**config.mk**
```make
export PLATFORM = sky130hd
export DESIGN_NAME = stage_id_fifo
export DESIGN_NICKNAME = d
export VERILOG_FILES = /design/src/rtl/stage_id_pkg.sv /design/src/rtl/inst_fifo.sv /design/src/rtl/stage_id_fifo.sv
export SDC_FILE = /design/constraint.sdc
export NUM_CORES = 1
export LEC_CHECK = 0
export BUFFER_PORTS_ARGS = -buffer_cell sky130_fd_sc_hd__buf_2
export CAP_MARGIN = 10
export CORE_MARGIN = 3
export CORE_UTILIZATION = 35
export DETAILED_ROUTE_END_ITERATION = 8
export SYNTH_ARGS = -nofsm -noshare
export SYNTH_HDL_FRONTEND = slang
export SYNTH_HIERARCHICAL = 1
export SYNTH_SLANG_ARGS = --single-unit
```
**constraint.sdc**
```tcl
create_clock -name clk -period 15.73 [get_ports clk]
set_input_delay 0.7865 -clock clk [delete_from_list [all_inputs] [get_ports clk]]
set_output_delay 0.7865 -clock clk [all_outputs]
set_load 0.005 [all_outputs]
```
**src/rtl/stage_id_pkg.sv**
```systemverilog
// Shared decode-stage definitions: RV opcodes that steer the load-use hazard
// check, and the default-width queue entry layout.
package stage_id_pkg;

  localparam logic [6:0] OPC_LUI    = 7'b0110111;
  localparam logic [6:0] OPC_AUIPC  = 7'b0010111;
  localparam logic [6:0] OPC_JAL    = 7'b1101111;
  localparam logic [6:0] OPC_OP     = 7'b0110011;
  localparam logic [6:0] OPC_OP32   = 7'b0111011;
  localparam logic [6:0] OPC_STORE  = 7'b0100011;
  localparam logic [6:0] OPC_BRANCH = 7'b1100011;

  typedef struct packed {
    logic [63:0] pc;
    logic [63:0] pc4;
    logic [31:0] inst;
  } id_entry_t;

  function automatic logic reads_rs1(input logic [6:0] opcode);
    return !(opcode == OPC_LUI || opcode == OPC_AUIPC || opcode == OPC_JAL);
  endfunction

  function automatic logic reads_rs2(input logic [6:0] opcode);
    return (opcode == OPC_OP) || (opcode == OPC_OP32) ||
           (opcode == OPC_STORE) || (opcode == OPC_BRANCH);
  endfunction

endpackage

```
**src/rtl/inst_fifo.sv**
```systemverilog
// Generic synchronous FIFO with clear; a full FIFO refuses a push even when
// a pop happens in the same cycle, so full_o depends on registered state only.
module inst_fifo #(
  parameter int unsigned WIDTH = 160,
  parameter int unsigned DEPTH = 4,
  localparam int unsigned PtrW = $clog2(DEPTH),
  localparam int unsigned CntW = $clog2(DEPTH) + 1
) (
  input  logic             clk_i,
  input  logic             rst_i,
  input  logic             push_i,
  input  logic [WIDTH-1:0] wdata_i,
  input  logic             pop_i,
  input  logic             clear_i,
  output logic [WIDTH-1:0] rdata_o,
  output logic             full_o,
  output logic [CntW-1:0]  count_o
);

  logic [WIDTH-1:0] mem_q [DEPTH];
  logic [PtrW-1:0]  wr_ptr_q, wr_ptr_d;
  logic [PtrW-1:0]  rd_ptr_q, rd_ptr_d;
  logic [CntW-1:0]  count_q, count_d;
  logic             push_ok, pop_ok;

  assign full_o  = (count_q == CntW'(DEPTH));
  assign count_o = count_q;
  assign rdata_o = mem_q[rd_ptr_q];
  assign push_ok = push_i && !full_o && !clear_i;
  assign pop_ok  = pop_i && (count_q != '0) && !clear_i;

  always_comb begin
    wr_ptr_d = wr_ptr_q;
    rd_ptr_d = rd_ptr_q;
    count_d  = count_q;
    if (clear_i) begin
      wr_ptr_d = '0;
      rd_ptr_d = '0;
      count_d  = '0;
    end else begin
      // DEPTH is a power of two, so pointer overflow is the modulo wrap.
      if (push_ok) wr_ptr_d = wr_ptr_q + 1'b1;
      if (pop_ok)  rd_ptr_d = rd_ptr_q + 1'b1;
      if (push_ok && !pop_ok)      count_d = count_q + 1'b1;
      else if (!push_ok && pop_ok) count_d = count_q - 1'b1;
    end
  end

  always_ff @(posedge clk_i or posedge rst_i) begin
    if (rst_i) begin
      wr_ptr_q <= '0;
      rd_ptr_q <= '0;
      count_q  <= '0;
    end else begin
      wr_ptr_q <= wr_ptr_d;
      rd_ptr_q <= rd_ptr_d;
      count_q  <= count_d;
    end
  end

  always_ff @(posedge clk_i) begin
    if (push_ok) mem_q[wr_ptr_q] <= wdata_i;
  end

endmodule

```
**src/rtl/stage_id_fifo.sv**
```systemverilog
// Decode-stage front end: IF-facing instruction queue, load-use hazard
// detection on the queue head, and the registered ID output slot.
module stage_id_fifo
  import stage_id_pkg::*;
#(
  parameter int unsigned ADDR_WIDTH = 64,
  parameter int unsigned INST_WIDTH = 32,
  parameter int unsigned REG_NUM    = 32,
  parameter int unsigned DEPTH      = 4,
  localparam int unsigned RW = $clog2(REG_NUM),
  localparam int unsigned CW = $clog2(DEPTH) + 1
) (
  input  logic                  clk,
  input  logic                  reset,
  input  logic                  if_valid,
  output logic                  if_ready,
  input  logic [ADDR_WIDTH-1:0] if_pc,
  input  logic [ADDR_WIDTH-1:0] if_pc4,
  input  logic [INST_WIDTH-1:0] if_inst,
  input  logic                  flush,
  input  logic                  stall,
  input  logic                  is_load,
  input  logic [RW-1:0]         load_rd,
  output logic                  id_valid,
  output logic [ADDR_WIDTH-1:0] id_pc,
  output logic [ADDR_WIDTH-1:0] id_pc4,
  output logic [INST_WIDTH-1:0] id_inst,
  output logic [RW-1:0]         id_rs1,
  output logic [RW-1:0]         id_rs2,
  output logic [RW-1:0]         id_rd,
  output logic                  load_stall,
  output logic [CW-1:0]         count
);

  typedef struct packed {
    logic [ADDR_WIDTH-1:0] pc;
    logic [ADDR_WIDTH-1:0] pc4;
    logic [INST_WIDTH-1:0] inst;
  } entry_t;

  entry_t        in_entry, head;
  entry_t        id_entry_q, id_entry_d;
  logic          id_valid_q, id_valid_d;
  logic          fifo_full, nonempty, hazard, pop;
  logic [6:0]    head_opc;
  logic [RW-1:0] head_rs1, head_rs2;

  assign in_entry = '{pc: if_pc, pc4: if_pc4, inst: if_inst};

  inst_fifo #(
    .WIDTH ($bits(entry_t)),
    .DEPTH (DEPTH)
  ) u_queue (
    .clk_i   (clk),
    .rst_i   (reset),
    .push_i  (if_valid),
    .wdata_i (in_entry),
    .pop_i   (pop),
    .clear_i (flush),
    .rdata_o (head),
    .full_o  (fifo_full),
    .count_o (count)
  );

  assign if_ready = !fifo_full;
  assign nonempty = (count != '0);
  assign head_opc = head.inst[6:0];
  assign head_rs1 = head.inst[15 +: RW];
  assign head_rs2 = head.inst[20 +: RW];

  // x0 is never a real dependency, so a load targeting it never stalls.
  assign hazard = is_load && (load_rd != '0) && nonempty &&
                  ((reads_rs1(head_opc) && (head_rs1 == load_rd)) ||
                   (reads_rs2(head_opc) && (head_rs2 == load_rd)));

  assign pop        = !flush && !stall && !hazard && nonempty;
  assign load_stall = hazard && !stall && !flush;

  always_comb begin
    id_valid_d = id_valid_q;
    id_entry_d = id_entry_q;
    if (flush) begin
      id_valid_d = 1'b0;
    end else if (stall) begin
      id_valid_d = id_valid_q;
    end else if (hazard) begin
      id_valid_d = 1'b0;
    end else if (nonempty) begin
      id_valid_d = 1'b1;
      id_entry_d = head;
    end else begin
      id_valid_d = 1'b0;
    end
  end

  always_ff @(posedge clk or posedge reset) begin
    if (reset) begin
      id_valid_q <= 1'b0;
      id_entry_q <= '0;
    end else begin
      id_valid_q <= id_valid_d;
      id_entry_q <= id_entry_d;
    end
  end

  assign id_valid = id_valid_q;
  assign id_pc    = id_entry_q.pc;
  assign id_pc4   = id_entry_q.pc4;
  assign id_inst  = id_entry_q.inst;
  assign id_rs1   = id_entry_q.inst[15 +: RW];
  assign id_rs2   = id_entry_q.inst[20 +: RW];
  assign id_rd    = id_entry_q.inst[7 +: RW];

endmodule

```
# --- Word-level counts from Yosys, hierarchy flattened ---
# Memories as Yosys holds them, arrays and structs flattened.
# Cells that the tools add are included.
op_classes:
  add_sub_neg: 4
  eq_ne: 11
  bitwise: 3
  n_reduce_logical: 35
  mux: 13
ops:
  columns: ["op", "count"]
  rows:
  - ["7-bit by 6-bit equality test with 1-bit output (second input constant)", 4]
  - ["1-bit logical AND", 16]
  - ["7-bit equality test (second input constant)", 2]
  - ["5-bit equality test", 2]
  - ["3-bit 2-to-1 mux", 3]
  - ["2-bit 2-to-1 mux", 4]
  - ["7-bit by 5-bit equality test with 1-bit output (second input constant)", 1]
  - ["1-bit logical NOT", 7]
  - ["1-bit logical OR", 6]
  - ["1-bit 2-to-1 mux", 6]
  - ["3-bit nonzero test", 2]
  - ["5-bit nonzero test", 1]
  - ["2-bit by 1-bit adder with 2-bit output (second input constant)", 2]
  - ["4-bit AND reduction", 1]
  - ["2-bit nonzero test", 2]
  - ["3-bit by 1-bit adder with 3-bit output (second input constant)", 1]
  - ["3-bit equality test (second input constant)", 1]
  - ["1-bit inverter", 3]
  - ["3-bit by 1-bit subtractor with 3-bit output (second input constant)", 1]
  - ["2-bit inequality test (second input constant)", 1]
totals:
  input_bits: 171
  word_cells: 74
  mem_count: 1
  ram_bits: 640
  out_inout_bits: 181
  register_bits: 168
mem_list:
  columns: ["memory", "depth", "word_bits", "read_ports", "rd_clocked_by_memory_dff", "wr", "line_no", "rtl"]
  rows:
  - ["u_queue.mem_q", 4, 160, 1, 0, 1, "inst_fifo.sv:20", "logic [WIDTH-1:0] mem_q [DEPTH];"]

# --- Longest topological paths before layout ---
# An unclocked memory read counts as a cell.
depth:
  word_depth: 17
  mapped_depth: 15

# --- Cells and area by module ---
# Netlist, hierarchy kept.
by_module_without_submodules:
  columns: ["mod", "cells_per_inst", "instances", "area_each_um2"]
  rows:
  - ["inst_fifo", 885, 1, 23521.3]
  - ["stage_id_fifo", 1188, 1, 10581.4]

# --- Worst setup path before layout ---
# Ideal clock, no wire load.
synth_timing:
  path_kind: "input to register"
  start: "in flush"
  end: "mem u_queue.mem_q[0][0] (enable)"
  arrival_time_ns: 4.998
  setup_slack_ns: 10.193
  setup_ns: 0.539
  n_path_buf: 1
  required_time_ns: 15.191
  path_stages: 3
  path_cell_list: "clkbuf_1 -> nor3_1 -> and2_1"
synth_via:
  elab_chain_cells: 4
synth_lines:
  columns: ["element", "line_no", "rtl"]
  rows:
  - ["start: declaration", "stage_id_fifo.sv:20", "input logic flush,"]
  - ["1-bit logical NOT", "inst_fifo.sv:29", "assign push_ok = push_i && !full_o && !clear_i;"]
  - ["1-bit logical AND", "inst_fifo.sv:29", null]
  - ["1-bit 2-to-1 mux", "inst_fifo.sv:62", "if (push_ok) mem_q[wr_ptr_q] <= wdata_i;"]
  - ["1-bit 2-to-1 mux (not written as such)", "inst_fifo.sv:62", null]
  - ["end: declaration", "inst_fifo.sv:20", null]
# No other way between the ends.

==> results_dict.tcl <==
set metrics [dict create \
    rows 113 \
    post_cts_resize_count 0 \
    worstMarginPinSlew_ns 1.20 \
    power.sequential.fraction 0.470 \
    drv_slew 0 \
    status "finished clean" \
    p_comb_frac 0.191 \
    p_clk_frac 0.339 \
    fin_nets 2493 \
    routed_wl_um 91300 \
    fmax_ghz 0.169 \
    initial_core_util 0.356 \
    cts_buffers 87 \
    htreeDepth 3 \
    clock_skew_ns 0.0246 \
    fin_crit_ns 5.91 \
    layout-area-overhead-vs-synth_pct 16.0 \
    wl_per_cell_um 24.9 \
    ant_nets 0 \
    drt_iter0_drc 1986 \
    cp-startpoint "u_queue/rd_ptr_q[1]" \
    path_cells "buf_4, mux4_2, mux2_1, nor4_2, and4_4, buf_4, buf_4, o311ai_0" \
    synth.largest_area_cell "edfxtp_1" \
    final_area_sq_mm 0.0396 \
    leakagePower_nw 12.7 \
    startpoint_type "flip-flop" \
    cp.arrival_ns 6.35 \
    syn_inst 2073 \
    fp.dieW_um 318 \
    grt_pass1_wl_um 140000 \
    cts_setup_buffers 0 \
    clk_path_buf_depth 3 \
    p_int_mw 4.30 \
    path_delay_family "buffers and inverters" \
    fillers 8654 \
    grt_max_degree 203 \
    cts_sinks 808 \
    grtUsageTotal 0.179 \
    sw_frac_of_total 0.288 \
    path_common_cell "buf_4" \
    grt_use_met2 0.297 \
    hold_ws_ns 0.125 \
    p_sw_mw 1.74 \
    synthFlopType "edfxtp_1" \
    die-area_sq_mm 0.101 \
    drtPass1Iterations 7 \
    setup_viol 0 \
    vias 21408 \
    synth.cell_area_sq_mm 0.0341 \
    critPathKind "reg2reg" \
    crit_buf_inv 3 \
    vias_per_cell 5.83 \
    cts.reportedPaths.clkPinSlew_ns 0.06 \
    worstPathRequired_ns 16.18 \
    powerDensity_mw_per_mm2 153 \
    r2r_start "u_queue/rd_ptr_q[1]" \
    min_path_type "in2async" \
    placed_cell_area_sq_mm 0.0366 \
    end_kind "flip-flop" \
    die_h_um 318 \
    ys_seq_area_frac 0.687 \
    post-route-drc-count 0 \
    portBuffers 351 \
    first_global_vias 21980 \
    placed_cells 3492 \
    ys_ff_latch 808 \
    finalPower_mw 6.04 \
    io-pin-count 352 \
    async_reset_ff_frac 0.208 \
    synth.avg_cell_area_sq_um 16.5 \
    grt_use_met1 0.228 \
    tns_ns 0 \
    synth_top_area_frac 0.564 \
    vdd_drop_max_uv 103 \
    final_util 0.413 \
    drive_above_1_share 0.289 \
    crit_slowest_cell "dfrtp_4" \
    dp_slack_ns 9.77 \
    fin_cells 3672 \
    hold_violations 0 \
    yosys_warnings 6 \
    gr-total-overflow 0 \
    antenna_found_initial 32 \
    fin_crit_sh 0.375 \
    synth_edf_count 640 \
    cap_violations 0 \
    synth_nets 2250 \
    cpPeakStageDelay_ns 1.09 \
    slew_headroom 0.199 \
    cts_hold_buffers 0 \
    grt_setup_unrepaired "false" \
    synth_cell_types 42 \
    crit_fanout 111 \
    core_area_sq_mm 0.0959 \
    cts-root-buf "clkbuf_16" \
    met3_usage 0.0469 \
    cts_tree "yes" \
    yosys-top-cells-area "edfxtp_1 (56%), dfrtp_1 (12%), mux4_2 (11%)" \
    clock_latency_ns 0.67 \
    place_hpwl_um 51600 \
    gp_congestion 0.774 \
    busiest_layer "met2" \
    worst_slack_ns 9.82 \
]
[metal layers]
layer  vias to the layer above  routed length, um
met4                        22               2500
met1                     11138              36200
met2                       794              44900
li1                       9283                  -
met5                         -                153
met3                       171               7540
[registers in the layout (all words and copies together) (netlist names)]
name	cells
u_queue/wr_ptr_q	2
u_queue/count_o	3
u_queue/mem_q	640
id_valid	1
id_pc4	64
id_inst	32
id_pc	64
u_queue/rd_ptr_q	2
[logic make-up (layout without fill, tap and decap cells)]
family,count (synthesis),count (layout),synth area share
muxes,162,162,0.106
AOI/OAI and AO/OA,490,490,0.113
and+or+nand+nor,358,358,0.0533
buffers and inverters,235,551,0.0341
other,0,18,0
adders and majority gates,6,6,0.00242
DFF,808,808,0.687
xor gates and xnor gates,14,14,0.00360
[worst register-to-register path, stage by stage (launching register included)]
cell and delay [ns]:
dfrtp_4 1.09, buf_4 0.85, mux4_2 0.49, mux2_1 0.37, nor4_2 0.18, and4_4 0.44, buf_4 0.82, buf_4 1.05
o311ai_0 0.41
[final cells by class]
cell class	count	area [sq um]	share of cell area
diodes	18	45.0	0.00114
repair buffers	381	1990	0.0504
inverters	8	37.5	0.000949
clock buffers	113	2390	0.0605
multi-input cells	1030	9570	0.242
clock inverters	49	502	0.0127
well taps	1265	1580	0.0400
flip-flops and latches	808	23400	0.592
[worst paths after layout]
path,slack [ns],to,cells after the start
setup / recovery,9.82,id_pc[16],8
hold / removal,0.12,u_queue/wr_ptr_q[0],2
setup reg to reg,9.82,id_pc[16],8
hold reg to reg,0.56,id_pc4[52],2
max in group asynchronous,14.00,id_pc4[40],3
min in group clk,0.34,u_queue/mem_q[1][90],1
[Yosys cell counts (all sizes together) (2+ instances only)]
cell and n:
a21oi 4, a31oi 159, and2 6, buf 125, clkbuf 102, dfrtp 168
edfxtp 640, ha 5, inv 8, mux4 160, nand2 6, nand2b 2
nand3 320, nand4b 2, nor2 9, nor3 2, o21ai 2, o2bb2ai 159
o311ai 160, or3 5, xnor2 9, xor2 5
[power groups by stage]
stage | Sequential, mW | Combinational [mW] | Clock (mW)
global route | 2.88 | 1.26 | 2.20
CTS | 2.84 | 1.17 | 2.11
global placement | 2.85 | 1.13 | 0
finish | 2.84 | 1.15 | 2.05
detailed placement | 2.88 | 1.17 | 0
floorplan | 2.85 | 0.676 | 0
[layout by cell type (no fill, tap or decap), types with 5 or more instances in the layout]
cell type,synthesis,final
a31oi_1,159,159
buf_2,65,351
buf_4,17,29
bufinv_16,0,6
clkbuf_1,102,14
clkbuf_16,0,87
clkbuf_8,0,12
clkinv_1,0,13
clkinv_2,0,15
dfrtp_1,168,166
diode_2,0,18
edfxtp_1,640,640
ha_1,5,5
inv_1,8,7
inv_16,0,5
mux4_2,160,160
nand2_1,5,5
nand3_1,320,320
nor2_1,9,8
o2bb2ai_1,159,159
o311ai_0,91,91
o311ai_1,69,69
xnor2_1,9,9
xor2_1,5,5
(Power assumes the default switching activity.)
